File: config.mk
export PLATFORM = sky130hd
export DESIGN_NAME = un_bitnand_check
export DESIGN_NICKNAME = d
export VERILOG_FILES = /design/src/rtl/un_bitnand_check_pkg.sv /design/src/rtl/un_bitnand_check_misr32_step.sv /design/src/rtl/un_bitnand_check.sv
export SDC_FILE = /design/constraint.sdc
export NUM_CORES = 1
export LEC_CHECK = 0
export CORE_MARGIN = 10
export CORE_UTILIZATION = 40
export CTS_CLUSTER_SIZE = 28
export DETAILED_ROUTE_END_ITERATION = 16
export DONT_BUFFER_PORTS = 1
export GPL_TIMING_DRIVEN = 0
export HOLD_SLACK_MARGIN = 0.1
export SLEW_MARGIN = 20
export SYNTH_ARGS = -nofsm -noshare
export SYNTH_HDL_FRONTEND = slang
export SYNTH_SLANG_ARGS = --single-unit
File: constraint.sdc
create_clock -name clk -period 2.36 [get_ports clk]
set_input_delay 0.236 -clock clk [delete_from_list [all_inputs] [get_ports clk]]
set_output_delay 0.236 -clock clk [all_outputs]
set_load 0.02 [all_outputs]
File: src/rtl/un_bitnand_check_pkg.sv
// Shared types and constants for the reduction-NAND result checker.
package un_bitnand_check_pkg;

    typedef enum logic [1:0] {
        ST_IDLE = 2'd0,
        ST_RUN  = 2'd1,
        ST_DONE = 2'd2
    } state_e;

    localparam int unsigned CNT_W     = 16;
    localparam int unsigned SIG_W     = 32;
    localparam logic [31:0] MISR_POLY = 32'h04C11DB7;
    localparam logic [31:0] MISR_SEED = 32'hFFFFFFFF;

endpackage

File: src/rtl/un_bitnand_check_misr32_step.sv
// One MISR step: fold a W-bit vector to 32 bits and merge it into the shifted signature.
module misr32_step
    import un_bitnand_check_pkg::*;
#(
    parameter int unsigned W = 128
) (
    input  logic [31:0]  sig_in,
    input  logic [W-1:0] data_in,
    output logic [31:0]  sig_out_c
);

    localparam int unsigned NUM_SLICE = W / 32;

    logic [31:0] fold_c;
    logic [31:0] shift_c;

    always_comb begin
        fold_c = '0;
        for (int unsigned i = 0; i < NUM_SLICE; i++) begin
            fold_c = fold_c ^ data_in[i*32 +: 32];
        end
        shift_c   = {sig_in[30:0], 1'b0} ^ (sig_in[31] ? MISR_POLY : 32'h0);
        sig_out_c = shift_c ^ fold_c;
    end

endmodule

File: src/rtl/un_bitnand_check.sv
// Compares NUM_VEC reduction-NAND results against golden vectors, counting
// mismatches, capturing the first one and compressing all data into a MISR.
module un_bitnand_check
    import un_bitnand_check_pkg::*;
#(
    parameter int unsigned W       = 128,
    parameter int unsigned NUM_VEC = 256
) (
    input  logic         clk,
    input  logic         rst_n,
    input  logic         start,
    input  logic         in_valid,
    output logic         in_ready,
    input  logic [W-1:0] in_data,
    input  logic [W-1:0] in_expect,
    output logic         busy,
    output logic         done,
    output logic         pass,
    output logic [15:0]  vec_count,
    output logic [15:0]  err_count,
    output logic [15:0]  first_err_idx,
    output logic [W-1:0] first_err_xor,
    output logic [31:0]  signature
);

    localparam logic [CNT_W-1:0] LAST_IDX = CNT_W'(NUM_VEC - 1);
    localparam logic [CNT_W-1:0] CNT_MAX  = '1;

    state_e             state_q, state_d;
    logic [CNT_W-1:0]   vec_count_q, vec_count_d;
    logic [CNT_W-1:0]   err_count_q, err_count_d;
    logic [CNT_W-1:0]   first_err_idx_q, first_err_idx_d;
    logic [W-1:0]       first_err_xor_q, first_err_xor_d;
    logic [SIG_W-1:0]   signature_q, signature_d;
    logic               in_ready_q, in_ready_d;
    logic               busy_q, busy_d;
    logic               done_q, done_d;
    logic               pass_q, pass_d;

    logic               accept_c;
    logic               mismatch_c;
    logic [SIG_W-1:0]   misr_next_c;

    misr32_step #(.W(W)) u_misr (
        .sig_in    (signature_q),
        .data_in   (in_data),
        .sig_out_c (misr_next_c)
    );

    // in_ready_q always mirrors state_q == ST_RUN, so no path from in_valid to in_ready.
    assign accept_c   = in_valid && in_ready_q;
    assign mismatch_c = (in_data != in_expect);

    always_comb begin
        state_d         = state_q;
        vec_count_d     = vec_count_q;
        err_count_d     = err_count_q;
        first_err_idx_d = first_err_idx_q;
        first_err_xor_d = first_err_xor_q;
        signature_d     = signature_q;

        case (state_q)
            ST_IDLE, ST_DONE: begin
                if (start) begin
                    state_d         = ST_RUN;
                    vec_count_d     = '0;
                    err_count_d     = '0;
                    first_err_idx_d = '0;
                    first_err_xor_d = '0;
                    signature_d     = MISR_SEED;
                end
            end
            ST_RUN: begin
                if (accept_c) begin
                    vec_count_d = vec_count_q + CNT_W'(1);
                    signature_d = misr_next_c;
                    if (mismatch_c) begin
                        if (err_count_q != CNT_MAX) begin
                            err_count_d = err_count_q + CNT_W'(1);
                        end
                        // err_count saturates and never wraps, so zero means no earlier mismatch
                        if (err_count_q == '0) begin
                            first_err_idx_d = vec_count_q;
                            first_err_xor_d = in_data ^ in_expect;
                        end
                    end
                    if (vec_count_q == LAST_IDX) begin
                        state_d = ST_DONE;
                    end
                end
            end
            default: state_d = ST_IDLE;
        endcase

        in_ready_d = (state_d == ST_RUN);
        busy_d     = (state_d == ST_RUN);
        done_d     = (state_d == ST_DONE);
        pass_d     = (state_d == ST_DONE) && (err_count_d == '0);
    end

    always_ff @(posedge clk) begin
        if (!rst_n) begin
            state_q         <= ST_IDLE;
            vec_count_q     <= '0;
            err_count_q     <= '0;
            first_err_idx_q <= '0;
            first_err_xor_q <= '0;
            signature_q     <= MISR_SEED;
            in_ready_q      <= 1'b0;
            busy_q          <= 1'b0;
            done_q          <= 1'b0;
            pass_q          <= 1'b0;
        end else begin
            state_q         <= state_d;
            vec_count_q     <= vec_count_d;
            err_count_q     <= err_count_d;
            first_err_idx_q <= first_err_idx_d;
            first_err_xor_q <= first_err_xor_d;
            signature_q     <= signature_d;
            in_ready_q      <= in_ready_d;
            busy_q          <= busy_d;
            done_q          <= done_d;
            pass_q          <= pass_d;
        end
    end

    assign in_ready      = in_ready_q;
    assign busy          = busy_q;
    assign done          = done_q;
    assign pass          = pass_q;
    assign vec_count     = vec_count_q;
    assign err_count     = err_count_q;
    assign first_err_idx = first_err_idx_q;
    assign first_err_xor = first_err_xor_q;
    assign signature     = signature_q;

endmodule
==> results.ini, run 1 <==
[run_status]
status = finished, violations left
violations = setup timing

[drt]
avgRoutedWirePerCell_um = 31.1
firstDrtPassIters = 8
ant_nets = 0
viasPerCell = 6.05
remaining_drc_errors = 0
drt-initial-drc-count = 1185
routed_wirelength_mm = 52.4
vias = 10200

[clock_tree]
h-tree-depth = 1
clk_pin_slew_ns = 0.06
cts_buffer_depth = 3
clk_latency_ns = 0.52
cts_sinks = 213
root_buffer = clkbuf_16
cts_tree = yes
cts-buffers-inserted = 24

[die]
design.die.area_um2 = 33300
ioPinCount = 472
rows = 59
coreArea_um2 = 26000
dieHeight_um = 182
die_w_um = 182
initial_utilization_pct = 40.6

[timing]
final-setup-viol-count = 29
max_freq_ghz = 0.401
maxSlewHeadroom_pct = 41.4
tns_ns = -0.375
worstMarginPinSlew_ns = 0.878
post-route-period-util_pct = 106
rsz0062_at_grt = true
hold_violations = 0
period_minus_slack_ns = 2.50
slew_viol_final = 0
setup_ws_ns = -0.135
clock_skew_ns = 0.0120

[global_routing]
grt_first_pass_wirelength_mm = 73.4
gr-total-overflow = 0
top_usage_layer = met2
grt_util_all_layers_pct = 29.5
grtUsageMet2_pct = 48.6
grt_antenna_before_repair = 0
grt_start_max_net_pins = 13
grt_pass1_vias = 10200
use_met3_pct = 9.87
grtUsageMet1_pct = 35.5

[yosys]
ys_seq_area_share_pct = 40.4
ys_warn_count = 0
syn_inst = 1190
ys_types = 63
async_flop_share_pct = 0
syn_area_um2 = 10600
synth_ff_type = dfxtp_1
syn_area_per_cell_um2 = 8.87
synth_edf_count = 0
synth_fp_nets = 1453
ys_ff_latch = 213

[setup_path]
r2r_slack_ns = -0.13
required_ns = 2.78
start_kind = input port
reg2reg_depth = 9
worstPathArrival_ns = 2.91
reg2reg_to = pass$_SDFF_PN0_
cpPeakStageDelay_ns = 0.44
slowest_stage = nor4_2
crit_path_cell_trace = xor2_1, nor4_2, nand4_1, nor4_4, nand2_2, buf_4, buf_6, a31o_1, nand3_1, nand4b_1, nor4_2
cp-end-kind = register
crit_fanout = 10
crit_path_start = in_expect[92]
cp_common_cell = nor4_2
critPathCapture = pass$_SDFF_PN0_
critPathBufInv = 2
path_depth = 11
crit_type = input port to register
critical-path-top-delay-family = simple AND/OR/NAND/NOR gates
r2r_start = vec_count[6]$_SDFFE_PN0P_

[final_layout]
diodes = 0
fin_cells = 1688
drive_gt1_share_pct = 13.2
area_delta_synth_final_pct = 27.2
stdcell_area_um2 = 13400
nets = 1599
fill_cells = 2426

[placed_design]
port_buffers = 0
place_area_um2 = 11000
place_hpwl_mm = 41.8
gp_congestion = 0.904
dp_cells = 1525

[flow_run]
drv_cap = 0

[pwr]
vdd_drop_max_uv = 534
leakage_uw = 0.00480
powerDensity_nw_per_um2 = 697

[worst_hold_path]
hold_class = input port to register

-- worst min-delay path by stage --
stage / slack [ns] / cells past startpoint / end / start
floorplan: 0.41 / 2 / state_q[1]$_SDFF_PN0_ / rst_n
global placement: 0.47 / 2 / done$_SDFF_PN0_ / start
detailed placement: 0.46 / 2 / done$_SDFF_PN0_ / start
CTS: 0.10 / 3 / first_err_xor[63]$_SDFFE_PN0P_ / in_data[63]
global route: 0.11 / 3 / first_err_xor[30]$_SDFFE_PN0P_ / in_data[30]
finish: 0.10 / 4 / signature[9]$_SDFFE_PN1P_ / in_data[73]
-- final cells by class --
type	count	area (um^2)	share of cell area, %
plain buffers	74	479	3.57
clock buffers	36	717	5.34
clock inverters	7	85.1	0.633
inverters	6	22.5	0.168
multi-input cells	896	6250	46.5
flip-flops and latches	213	4300	32.0
well taps	335	419	3.12
repair buffers	121	1160	8.64
-- worst min-delay path, stage by stage --
cell and delay, ns:
xnor2_1 0.13, xnor2_1 0.07, nor2_1 0.07, o21ai_0 0.07
-- per-stage QoR --
stage	hold WS [ns]	worst slack, ns	utilization [%]	power, uW
after floorplan	0.411	0.0480	-	4700
after detailed placement	0.464	-1.98	42.4	5210
after global routing	0.112	-0.243	51.7	9630
final	0.104	-0.135	51.7	9360
after global placement	0.468	-2.10	42.3	5200
after CTS	0.100	-0.112	50.9	9340
-- cell usage in the layout (no fill, tap or decap), drive strengths merged, types with 2 or more instances in the layout --
cell / n
a2111oi: 2
a21oi: 12
a22oi: 144
and2: 6
and3: 9
buf: 35
bufinv: 2
clkbuf: 95
clkinv: 5
dfxtp: 213
dlygate4sd3: 101
ha: 3
inv: 6
mux2: 4
mux2i: 2
nand2: 29
nand2b: 5
nand3: 17
nand4: 19
nand4b: 4
nor2: 214
nor3: 39
nor4: 38
o211ai: 4
o21ai: 37
o22ai: 2
o31ai: 2
or3: 3
or4b: 2
xnor2: 131
xor2: 152
-- repair_timing --
item / 4_1_cts / 5_1_grt
setup endpoints to repair: 191 / 170
gates resized for setup: 83 / 60
hold buffers: 101 / 0
buffers inserted: 17 / 3
hold endpoints to repair: 91 / 0
pin swaps: 16 / 11
-- layer usage --
layer  wire (um)  vias to the layer above
met3        6020                       93
met5           0                        -
li1            -                     4431
met1       20000                     5008
met2       24700                      683
met4        1740                        0
-- cell usage after synthesis, drive strengths merged (12+ instances only) --
library cell / count / share of area (%)
a21oi: 12 / 0.75
a22oi: 144 / 10
buf: 13 / 0.76
clkbuf: 62 / 2.5
dfxtp: 213 / 40
nand2: 29 / 1.1
nand3: 17 / 0.85
nand4: 19 / 1.1
nor2: 214 / 7.6
nor3: 39 / 1.9
nor4: 38 / 2.3
o21ai: 37 / 1.8
xnor2: 131 / 11
xor2: 152 / 13
-- state kept, by name, summed over array words and instances, names as in the netlist --
| signal | count |
|---|---|
| vec_count | 16 |
| busy | 1 |
| pass | 1 |
| first_err_xor | 128 |
| signature | 32 |
| state_q | 2 |
| first_err_idx | 16 |
| done | 1 |
| err_count | 16 |
-- logic make-up (layout without fill, tap and decap cells) --
group / Yosys count / in the layout / synth area share (%)
fa+ha+maj: 3 / 3 / 0.356
buf+inv: 81 / 244 / 3.47
flops: 213 / 213 / 40.4
simple gates: 393 / 393 / 17.6
xor+xnor: 283 / 283 / 23.5
mux: 6 / 6 / 0.616
compound gates: 211 / 211 / 14.1
-- power breakdown --
part	total [uW]	internal, uW	switching [uW]	leakage, uW
Sequential	3860	3670	191	0.00173
Combinational	1640	677	963	0.00267
Clock	3860	2310	1560	0.000399
Total	9360	6650	2710	0.00480
(Power assumes the default switching activity.)
==> inputs of run 2 (changes only) <==
CELL_PAD_IN_SITES_DETAIL_PLACEMENT = 1   (was default)
CELL_PAD_IN_SITES_GLOBAL_PLACEMENT = 2   (was default)
CORE_UTILIZATION = 32   (was 40)
PLACE_DENSITY_LB_ADDON = 0.1   (was default)
==> run 2 against run 1 <==
Compared with the run above: the run still ends with setup timing left; fmax shrank 0.20%; final area grew 2.0%; setup slack lost 0.0050 ns; clock skew shrank 0.0032 ns; highest routed layer is now met5; non-clock buffer count grew 1; sequential power is essentially flat; clock power grew 2%; largest cell class unchanged; critical path type is now register to register; routed wire length grew 11%.
==> results.ini, run 2 (same netlist as run 1, synthesis figures left out) <==
[placed_design]
place_hpwl_mm = 46.4
port_buffers = 0
gp_congestion = 0.840

[setup_path]
critical-path-top-delay-family = simple AND/OR/NAND/NOR gates
start_kind = register
reg2reg_to = pass$_SDFF_PN0_
crit_path_cell_trace = and2_4, or4b_4, or4_4, a21oi_4, o21ai_1, a21o_1, nor3_2, nand4b_1, nor4_2
crit_fanout = 5
r2r_start = vec_count[6]$_SDFFE_PN0P_
critPathBufInv = 0
r2r_slack_ns = -0.14
worstPathArrival_ns = 2.94
cpPeakStageDelay_ns = 0.47
crit_type = register to register
reg2reg_depth = 9
required_ns = 2.80
slowest_stage = or4b_4
cp-end-kind = register

[run_status]
status = finished, violations left
violations = setup timing

[timing]
clock_skew_ns = 0.00875
period_minus_slack_ns = 2.50
worstMarginPinSlew_ns = 0.898
setup_ws_ns = -0.140
tns_ns = -0.166
max_freq_ghz = 0.400
hold_violations = 0
post-route-period-util_pct = 106
slew_viol_final = 0
final-setup-viol-count = 2
rsz0062_at_grt = true
maxSlewHeadroom_pct = 40.1

[pwr]
p_sw_share_pct = 30.3
powerDensity_nw_per_um2 = 697
pwr-share-clk_pct = 41.3
p_seq_share_pct = 40.5
p_sw_uw = 2890
power_frac_comb_pct = 18.2
internal-power_uw = 6650
vdd_drop_max_uv = 601
leakage_uw = 0.00484

[worst_hold_path]
hold_end = first_err_xor[65]$_SDFFE_PN0P_
holdPathStages = 3
hold_class = input port to register
min_from = in_data[65]

[die]
rows = 66
coreArea_um2 = 32500
die_w_um = 202
design.die.area_um2 = 40700
dieHeight_um = 202
initial_utilization_pct = 32.5
ioPinCount = 472

[drt]
remaining_drc_errors = 0
drt-initial-drc-count = 592
vias = 9912
avgRoutedWirePerCell_um = 32.3
routed_wirelength_mm = 58.1
viasPerCell = 5.50
firstDrtPassIters = 5
ant_nets = 0

[final_layout]
layout_commonest_cell = nor2_1
nets = 1602
area_delta_synth_final_pct = 29.8
largest_register_ffs = 128
drive_gt1_share_pct = 14.3
fin_util_pct = 42.1
diodes = 0
final_cell_mix = nor2_1, dfxtp_1, xor2_1

[clock_tree]
h-tree-depth = 1
cts_tree = yes
clk_pin_slew_ns = 0.06
clk_latency_ns = 0.53
cts_sinks = 213
cts-buffers-inserted = 26
root_buffer = clkbuf_16
cts_buffer_depth = 3

[global_routing]
grt_pass1_vias = 10200
grt_first_pass_wirelength_mm = 80.7
grt_antenna_before_repair = 1
grt_util_all_layers_pct = 27.0
gr-total-overflow = 0
grt_start_max_net_pins = 13

[flow_run]
drv_cap = 0

-- run 2: cell types whose count changed in the layout (fill, tap and decap cells not counted), moves of 4 or more --
cell,before,now
buf_6,9,5
a22oi_1,137,129
nor4_1,23,18
a22oi_2,7,15
buf_2,0,12
clkbuf_2,19,10
-- run 2: layout make-up --
class                           instances  area (um^2)
Sequential cell                       213         4300
Inverter                                6         22.5
Buffer                                 70          435
Timing Repair Buffer                  126         1220
Clock buffer                           35          736
Tap cell                              442          553
Fill cell                            3789        18800
Clock inverter                         13         90.1
Multi-Input combinational cell        896         6350
-- run 2: power by group through the flow --
stage | registers (uW) | clock network, uW | logic, uW
after floorplan | 3890 | 0 | 803
after global placement | 3950 | 0 | 1340
after detailed placement | 3950 | 0 | 1340
after CTS | 3870 | 4010 | 1660
after global routing | 3880 | 4160 | 1830
final | 3870 | 3940 | 1730
-- run 2: worst max-delay path by stage --
stage	from	endpoint	slack, ns	cells past startpoint
finish	vec_count[6]$_SDFFE_PN0P_	pass$_SDFF_PN0_	-0.14	9
global route	vec_count[6]$_SDFFE_PN0P_	pass$_SDFF_PN0_	-0.26	9
CTS	vec_count[6]$_SDFFE_PN0P_	pass$_SDFF_PN0_	-0.17	9
detailed placement	in_expect[65]	first_err_xor[64]$_SDFFE_PN0P_	-2.16	10
global placement	in_expect[35]	first_err_xor[101]$_SDFFE_PN0P_	-2.38	10
floorplan	err_count[6]$_SDFF_PN0_	pass$_SDFF_PN0_	0.05	10
-- run 2: layer usage --
layer	vias to the layer above	GRT usage, %	part of all wire, %
met4	2	7.09	2.2
li1	4438	-	-
met1	4989	32.2	41
met3	67	9.72	9.3
met2	416	44.8	48
met5	-	0	0.019
-- run 2: worst register-to-register path, cell delays in order (launching register included) --
cell and delay [ns]:
dfxtp_4 0.41, and2_4 0.16, or4b_4 0.47, or4_4 0.45, a21oi_4 0.19, o21ai_1 0.10, a21o_1 0.17, nor3_2 0.15
nand4b_1 0.13, nor4_2 0.16
-- run 2: per-stage QoR --
step | area (um^2) | setup slack, ns | instances | power, uW | hold slack, ns
CTS | 13400 | -0.171 | 1794 | 9540 | 0.102
global route | 13700 | -0.261 | 1801 | 9870 | 0.101
detailed placement | 11100 | -2.16 | 1632 | 5290 | 0.470
floorplan | 10600 | 0.0480 | 1190 | 4700 | 0.411
global placement | 11100 | -2.38 | 1632 | 5290 | 0.470
finish | 13700 | -0.140 | 1801 | 9550 | 0.0935
-- run 2: timing repair --
action                                  4_1_cts  5_1_grt
gates cloned                                  0        1
endpoints found under the hold margin        94        2
resized for setup                            80       73
hold buffers                                100        2
endpoints found under the setup margin      192      172
pin swaps                                    12       16
buffers inserted                             18        5
==> inputs of run 3 (changes only) <==
GPL_TIMING_DRIVEN = default   (was 0)
==> run 3 against run 2 <==
Compared with the run above: the flow still finishes with violations (setup timing); fmax grew 1.7%; die area unchanged; routed wire length decreased by 5.0%; first-iteration DRC count shrank 6.8%; critical path depth stayed put; sequential share of layout area down 1.5 points; register-to-register slack gained 0.04 ns; largest power group unchanged.
==> results.ini, run 3 (same netlist as run 1, synthesis figures left out) <==
[setup_path]
cp-end-kind = register
worstPathArrival_ns = 2.90
crit_path_cell_trace = and2_4, or4b_4, or4_4, a21oi_4, o21ai_1, a21o_1, nor3_4, nand4b_1, nor4_2
start_kind = register
required_ns = 2.80
critical-path-top-delay-family = simple AND/OR/NAND/NOR gates
crit_type = register to register
slowest_stage = or4b_4
critPathBufInv = 0
crit_fanout = 2
cpPeakStageDelay_ns = 0.47

[final_layout]
largest_register_ffs = 128
final_cell_mix = nor2_1, dfxtp_1, buf_4
drive_gt1_share_pct = 20.5
layout_commonest_cell = nor2_1
nets = 1678
area_delta_synth_final_pct = 35.4
diodes = 0

[clock_tree]
cts-buffers-inserted = 26
cts_sinks = 213
cts_tree = yes
clk_pin_slew_ns = 0.06
clk_latency_ns = 0.53
h-tree-depth = 1
root_buffer = clkbuf_16
cts_buffer_depth = 3

[drt]
wl_met3_mm = 5.42
avgRoutedWirePerCell_um = 29.4
remaining_drc_errors = 0
routedLengthMet1_mm = 22.4
vias = 9918
viasPerCell = 5.28
ant_nets = 0
routed_wirelength_mm = 55.2
drt-initial-drc-count = 552
highest_layer = met4
wl_met2_mm = 26.2
firstDrtPassIters = 5

[timing]
max_freq_ghz = 0.407
post-route-period-util_pct = 104
tns_ns = -0.0974
maxSlewHeadroom_pct = 50.6
clock_skew_ns = 0.00753
worstMarginPinSlew_ns = 0.739
rsz0062_at_grt = true
slew_viol_final = 0
period_minus_slack_ns = 2.46
final-setup-viol-count = 1
hold_violations = 0
setup_ws_ns = -0.0974

[placed_design]
preCtsSetupSlack_ns = -1.02
port_buffers = 0
place_hpwl_mm = 44.2
gp_congestion = 0.846

[die]
coreArea_um2 = 32500
dieHeight_um = 202
die_w_um = 202
ioPinCount = 472
design.die.area_um2 = 40700
initial_utilization_pct = 32.5
rows = 66

[pwr]
vdd_drop_max_uv = 456
internal-power_uw = 6860
powerDensity_nw_per_um2 = 676
p_seq_share_pct = 40.0
leakage_uw = 0.00534
pwr-share-clk_pct = 41.0
p_sw_uw = 2820
p_sw_share_pct = 29.1
power_frac_comb_pct = 19.0

[global_routing]
grt_start_max_net_pins = 47
grt_first_pass_wirelength_mm = 77.9
gr-total-overflow = 0
grt_antenna_before_repair = 0
grt_util_all_layers_pct = 25.7
grt_pass1_vias = 10500

[run_status]
violations = setup timing
status = finished, violations left

[flow_run]
drv_cap = 0

[worst_hold_path]
hold_class = input port to register

==> run 3: cell types whose count changed in the layout (fill, tap and decap cells not counted), sizes merged <==
cell	previous run	this run
buf	44	205
clkbuf	85	36
dlygate4sd3	102	67
clkinv	12	10
inv	6	7
==> run 3: worst register-to-register path: cells and delay by family, from the launching register on <==
kind	cells	cell delay [ns]
AND/OR/NAND/NOR	6	1.60
flip-flops	1	0.34
AO/OA/AOI/OAI	3	0.42
==> run 3: layout make-up <==
type	count	area (um^2)
Multi-Input combinational cell	896	6160
Tap cell	442	553
Clock buffer	36	759
Fill cell	3808	18200
Inverter	6	27.5
Sequential cell	213	4270
Timing Repair Buffer	272	2440
Clock inverter	12	85.1
==> run 3: worst paths after layout <==
path	start	end	slack (ns)	cells after the start
max	vec_count[6]$_SDFFE_PN0P_	pass$_SDFF_PN0_	-0.1	9
min	in_data[115]	signature[19]$_SDFFE_PN1P_	0.11	4
max reg2reg	vec_count[6]$_SDFFE_PN0P_	pass$_SDFF_PN0_	-0.1	9
min reg2reg	err_count[0]$_SDFF_PN0_	err_count[0]$_SDFF_PN0_	0.52	2
==> run 3: per-layer routing <==
| layer | global-route usage (%) | vias to the layer above |
|---|---|---|
| li1 | - | 4596 |
| met3 | 9.65 | 49 |
| met5 | 0 | - |
| met2 | 42.8 | 391 |
| met1 | 30.9 | 4882 |
| met4 | 5.85 | 0 |
==> run 3: power by group through the flow <==
| stage | clock (uW) | combinational [uW] | sequential, uW |
|---|---|---|---|
| after global routing | 4210 | 1950 | 3880 |
| after detailed placement | 0 | 1560 | 3950 |
| after floorplan | 0 | 803 | 3890 |
| after CTS | 4060 | 1810 | 3870 |
| final | 3970 | 1840 | 3870 |
| after global placement | 0 | 1560 | 3950 |
==> run 3: repair_timing <==
item                                   CTS  global route
setup endpoints to repair              161           145
gates resized for setup                 22            18
setup buffers                            2             2
cloned                                   1             0
endpoints found under the hold margin  103             0
hold buffers                            68             0
pin swaps                                3             9
==> run 3: stage by stage <==
step	utilization [%]	instances	power, uW	area (um^2)	hold slack [ns]
after floorplan	-	1190	4700	10600	0.411
after global placement	38.3	1756	5510	12400	0.331
after detailed placement	38.3	1756	5510	12400	0.335
after CTS	43.5	1875	9740	14200	0.102
after global routing	44.0	1877	10000	14300	0.120
final	44.0	1877	9670	14300	0.114
